<file path="src/rtl/fir_pkg.sv">
// Shared constants and FSM state encoding for the folded 37-tap low-pass FIR.
package fir_pkg;
  localparam int TAP_NUM   = 37;
  localparam int IN_WL     = 15;
  localparam int MAC_WL    = 20;
  localparam int ADDR_W    = $clog2(TAP_NUM);
  localparam int ACC_WL    = 2 * IN_WL + ADDR_W;
  localparam int SCALE_LSB = 10;
  localparam int SCALE_MSB = SCALE_LSB + MAC_WL - 1;

  typedef enum logic [2:0] {
    ST_CLR,
    ST_IDLE,
    ST_MAC,
    ST_DRAIN,
    ST_OUT
  } state_t;
endpackage

</file>
<file path="src/rtl/fir_mac_acc.sv">
// Multiply-accumulate datapath with the output scaling stage.
// Build option FIR_SAT_EN: saturate on overflow instead of wrapping the slice.
module fir_mac_acc
  import fir_pkg::*;
(
  input  logic              clk,
  input  logic              rst,
  input  logic              clr,
  input  logic              en,
  input  logic              load,
  input  logic [IN_WL-1:0]  a,
  input  logic [IN_WL-1:0]  b,
  output logic [MAC_WL-1:0] result
);
  logic signed [2*IN_WL-1:0] prod;
  logic        [ACC_WL-1:0]  acc_reg;
  logic        [ACC_WL-1:0]  acc_next;
  logic        [MAC_WL-1:0]  scaled;

  assign prod     = $signed(a) * $signed(b);
  assign acc_next = en ? acc_reg + {{(ACC_WL - 2*IN_WL){prod[2*IN_WL-1]}}, prod} : acc_reg;

  // Scaling looks at acc_next so the final product lands in the same cycle.
`ifdef FIR_SAT_EN
  always_comb begin
    scaled = acc_next[SCALE_MSB:SCALE_LSB];
    if (acc_next[ACC_WL-1:SCALE_MSB] != {(ACC_WL - SCALE_MSB){acc_next[SCALE_MSB]}})
      scaled = acc_next[ACC_WL-1] ? {1'b1, {(MAC_WL-1){1'b0}}} : {1'b0, {(MAC_WL-1){1'b1}}};
  end
`else
  assign scaled = acc_next[SCALE_MSB:SCALE_LSB];
`endif

  always_ff @(posedge clk or posedge rst) begin
    if (rst) begin
      acc_reg <= '0;
      result  <= '0;
    end else begin
      if (clr) acc_reg <= '0;
      else     acc_reg <= acc_next;
      if (load) result <= scaled;
    end
  end
endmodule

</file>
<file path="src/rtl/fir_fold_ctrl.sv">
// Folded single-MAC FIR controller: sample-RAM clearing, write pointer, tap stepping,
// RAM/ROM address generation and the input/output handshakes.
module fir_fold_ctrl
  import fir_pkg::*;
(
  input  logic              clk,
  input  logic              rst,
  input  logic              s_valid,
  output logic              s_ready,
  input  logic [IN_WL-1:0]  s_data,
  output logic              smp_we,
  output logic [ADDR_W-1:0] smp_waddr,
  output logic [IN_WL-1:0]  smp_wdata,
  output logic [ADDR_W-1:0] smp_raddr,
  input  logic [IN_WL-1:0]  smp_rdata,
  output logic [ADDR_W-1:0] coef_raddr,
  input  logic [IN_WL-1:0]  coef_rdata,
  output logic              m_valid,
  input  logic              m_ready,
  output logic [MAC_WL-1:0] m_data
);
  localparam logic [ADDR_W-1:0] LAST = ADDR_W'(TAP_NUM - 1);

  state_t            state_reg;
  logic [ADDR_W-1:0] wp_reg;
  logic [ADDR_W-1:0] k_reg;
  logic              acc_en_reg;
  logic              accept;
  logic              clearing;

  assign accept   = s_ready && s_valid;
  assign clearing = (state_reg == ST_CLR);

  // Writes are suppressed while rst is held, even though the state already reads CLR.
  assign smp_we    = !rst && (clearing || accept);
  assign smp_waddr = clearing ? k_reg : wp_reg;
  assign smp_wdata = clearing ? '0 : s_data;

  // Newest sample sits at wp; tap k reads k samples back, wrapping below zero.
  assign smp_raddr  = (wp_reg >= k_reg) ? (wp_reg - k_reg) : (wp_reg + ADDR_W'(TAP_NUM) - k_reg);
  assign coef_raddr = k_reg;

  always_ff @(posedge clk or posedge rst) begin
    if (rst) begin
      state_reg  <= ST_CLR;
      wp_reg     <= '0;
      k_reg      <= '0;
      acc_en_reg <= 1'b0;
      s_ready    <= 1'b0;
      m_valid    <= 1'b0;
    end else begin
      // Read data returns one cycle after each MAC address, so accumulation lags by one.
      acc_en_reg <= (state_reg == ST_MAC);
      case (state_reg)
        ST_CLR: begin
          if (k_reg == LAST) begin
            k_reg     <= '0;
            s_ready   <= 1'b1;
            state_reg <= ST_IDLE;
          end else begin
            k_reg <= k_reg + 1'b1;
          end
        end
        ST_IDLE: begin
          if (s_valid) begin
            s_ready   <= 1'b0;
            k_reg     <= '0;
            state_reg <= ST_MAC;
          end
        end
        ST_MAC: begin
          if (k_reg == LAST) state_reg <= ST_DRAIN;
          else               k_reg     <= k_reg + 1'b1;
        end
        ST_DRAIN: begin
          m_valid   <= 1'b1;
          state_reg <= ST_OUT;
        end
        ST_OUT: begin
          if (m_ready) begin
            m_valid   <= 1'b0;
            s_ready   <= 1'b1;
            wp_reg    <= (wp_reg == LAST) ? '0 : wp_reg + 1'b1;
            state_reg <= ST_IDLE;
          end
        end
        default: state_reg <= ST_CLR;
      endcase
    end
  end

  fir_mac_acc u_mac (
    .clk    (clk),
    .rst    (rst),
    .clr    (accept),
    .en     (acc_en_reg),
    .load   (state_reg == ST_DRAIN),
    .a      (smp_rdata),
    .b      (coef_rdata),
    .result (m_data)
  );
endmodule

</file>
<file path="config.mk">
export PLATFORM = sky130hd
export DESIGN_NAME = fir_fold_ctrl
export DESIGN_NICKNAME = d
export VERILOG_FILES = /design/src/rtl/fir_pkg.sv /design/src/rtl/fir_mac_acc.sv /design/src/rtl/fir_fold_ctrl.sv
export SDC_FILE = /design/constraint.sdc
export NUM_CORES = 1
export LEC_CHECK = 0
export CORE_MARGIN = 8
export CORE_UTILIZATION = 40
export CTS_CLUSTER_SIZE = 40
export DETAILED_ROUTE_END_ITERATION = 7
export GPL_TIMING_DRIVEN = 0
export PLACE_DENSITY = 0.7
export SETUP_SLACK_MARGIN = 0.05
export SLEW_MARGIN = 20
export SYNTH_ARGS = -nofsm -noshare
export SYNTH_HDL_FRONTEND = slang
export SYNTH_SLANG_ARGS = --single-unit
</file>
<file path="constraint.sdc">
create_clock -name clk -period 5 [get_ports clk]
set_clock_uncertainty 0.05 [all_clocks]
set_input_delay 0.75 -clock clk [delete_from_list [all_inputs] [get_ports clk]]
set_output_delay 0.75 -clock clk [all_outputs]
set_load 0.01 [all_outputs]
</file>
==> run metrics <==
sequential area share after synthesis 12.5%; DR iter-0 viols 565; # clock sinks 68; CTS tree built; EDFF count, synth 0; status finished with violations; synthesized area 13600 um^2; Worst Path Max Fanout 10; # nets final 2174; first-pass GRT wire length 61600 um; final core utilization 52.4%; final worst path period need 8.13 ns; violated checks setup timing; pin count of the biggest net entering global routing 47; ANT nets after route 0; CTS max path bufs 2; Most common cell on crit path fa_1; startpoint types input pin; initial antenna violation count 0; Die W 201 um; Post-Synthesis Cells 1555; Die H 201 um; Syn Area/Cell 8.76 um^2; IO Pins 105; clk_lat worst skew 0.33 ns; FMAX 0.123 GHz; RSZ-0062 raised after global routing yes; total number of H-tree levels 3; GRT overflow 0; total vias in the final route 11.2k; hold_buf cts 0; Synth Net Count 1962; Yosys warning total 0; total CTS buffers 9; CP arrival 8.33 ns; gr usage total 18.4%; IO buf count 104; vias per inst 5.07; Core Region 33500 um^2; DRC violations left 0; Least-Margin Pin Slew 0.901 ns; number of setup violations in the final report 44; fraction of layout cells with a size suffix above 1 19.2%; Crit-path slowest cell fa_1; gpl congestion 0.910; clk root buf clkbuf_16; finished layout cell area 17600 um^2; Worst Setup End Kind flip-flop; max reg flops 30; data required time of the worst path 5.21 ns; TritonRoute pass-1 iters 6; Setup TNS -98.80 ns; vias in the first global route 12.1k; synthesis-to-finish area growth 29.1%; final hold vios 0; slowest stage delay, CP 0.61 ns; Final WS setup -3.13 ns; slew margin rel. 39.4%; register bit total from synthesis 68; drt total wl 37200 um; wire length per cell 16.7 um; row cnt 67; Min-Delay Path Class reg2reg; FFs w/ async S/R, synth 100%; Final Slew Violations 0; final period utilization 163%; CP delay by family, top adder cells; antenna fix cells 0; hpwl dp 28900 um; Synth cell types 60; critical path class in2reg; pre-CTS setup slack -4.38 ns; Area after DPL 15700 um^2; Worst-path clk slew 0.06 ns; starting density of the core 40.6%; max-cap viol count 0; ys flop type dfrtp_1; r2r setup slk 1.79 ns; die area 40200 um^2; Buf/Inv on CP 6
## layer usage
metal  track usage (%)  routed length, um  share of wire, %
met1              25.1              16400                44
met3              3.74               2660               7.2
met4              5.73               1040               2.8
met2              29.2              17100                46
met5                 0                  0                 0
## worst register-to-register path, stage by stage (launching register included)
cell,delay [ns]
dfrtp_1,0.39
ha_1,0.25
inv_1,0.08
fa_1,0.17
nor2b_1,0.07
o31ai_1,0.43
nand3_2,0.23
a221oi_4,0.47
o211a_4,0.27
buf_6,0.11
o31ai_4,0.05
xor2_1,0.18
mux2i_1,0.25
o21ai_1,0.09
## stage by stage
step / hold WS, ns / instances
CTS: 0.449 / 2205
global placement: 0.416 / 2107
detailed placement: 0.425 / 2108
floorplan: 0.441 / 1555
finish: 0.446 / 2220
global route: 0.469 / 2220
## layout by cell type, fill, tap and decap left out, types with 35 or more instances in the layout
| cell type | count |
|---|---|
| nand2_1 | 178 |
| fa_1 | 222 |
| ha_1 | 105 |
| dfrtp_1 | 68 |
| xnor2_1 | 43 |
| clkdlybuf4s50_1 | 74 |
| buf_4 | 83 |
| nor2_1 | 77 |
| and2_1 | 90 |
| inv_1 | 301 |
| a21oi_1 | 35 |
## logic make-up (layout without fill, tap and decap cells)
group	Yosys count	after routing	share of synthesized area (%)
XOR/XNOR	69	69	4.44
buffers and inverters	370	587	10.3
flip-flops	68	68	12.5
multiplexers	25	25	1.86
AND/OR/NAND/NOR	462	462	16.1
adder cells (fa/ha/maj)	358	358	45.4
AO/OA/AOI/OAI	203	203	9.38
## worst paths after layout
kind / from / end / depth (start not counted)
worst min-delay path: u_mac.result[16]$_DFFE_PP0P_ / u_mac.result[16]$_DFFE_PP0P_ / 2
min in group asynchronous: rst / wp_reg[4]$_DFFE_PP0P_ / 2
max in group asynchronous: rst / u_mac.result[7]$_DFFE_PP0P_ / 3
worst min register to register: u_mac.result[16]$_DFFE_PP0P_ / u_mac.result[16]$_DFFE_PP0P_ / 2
worst max register to register: u_mac.acc_reg[0]$_DFFE_PP0P_ / u_mac.result[16]$_DFFE_PP0P_ / 13
worst max-delay path: coef_rdata[10] / u_mac.result[19]$_DFFE_PP0P_ / 30
## final cells by class
type | count | area (um^2)
multi-input cells | 1117 | 11500
clock inverters | 4 | 47.5
fillers | 2957 | 16000
plain buffers | 55 | 542
repair buffers | 201 | 1830
clock buffers | 12 | 256
inverters | 315 | 1180
flip-flops and latches | 68 | 1700
well taps | 448 | 561
## timing repair
item / in CTS / in global routing
cloned: 4 / 0
setup buffers: 79 / 16
endpoints found under the setup margin: 45 / 44
gates resized for setup: 276 / 82
pin swaps: 70 / 51
## cell usage after synthesis, drive strengths merged, types with 5 or more instances
cell type | count | area (um^2)
fa | 227 | 4540
o21a | 9 | 67.6
a211oi | 8 | 65.1
nor2b | 23 | 144
o211a | 6 | 67.6
and3 | 5 | 31.3
nand4 | 8 | 50.1
dfrtp | 68 | 1700
a31oi | 8 | 50.1
and2 | 98 | 613
xor2 | 19 | 166
a21oi | 56 | 280
nand2 | 185 | 694
mux2i | 22 | 220
o31ai | 5 | 37.5
clkbuf | 50 | 188
o21ai | 65 | 329
nor3 | 15 | 75.1
nand3 | 19 | 95.1
inv | 315 | 1180
nor2 | 82 | 308
a21o | 19 | 144
xnor2 | 50 | 438
buf | 5 | 31.3
nand2b | 12 | 75.1
ha | 131 | 1640
Power is left out: the tool's default activity adds up to more than one toggle a clock period on the data nets, which glitch-free logic cannot reach.
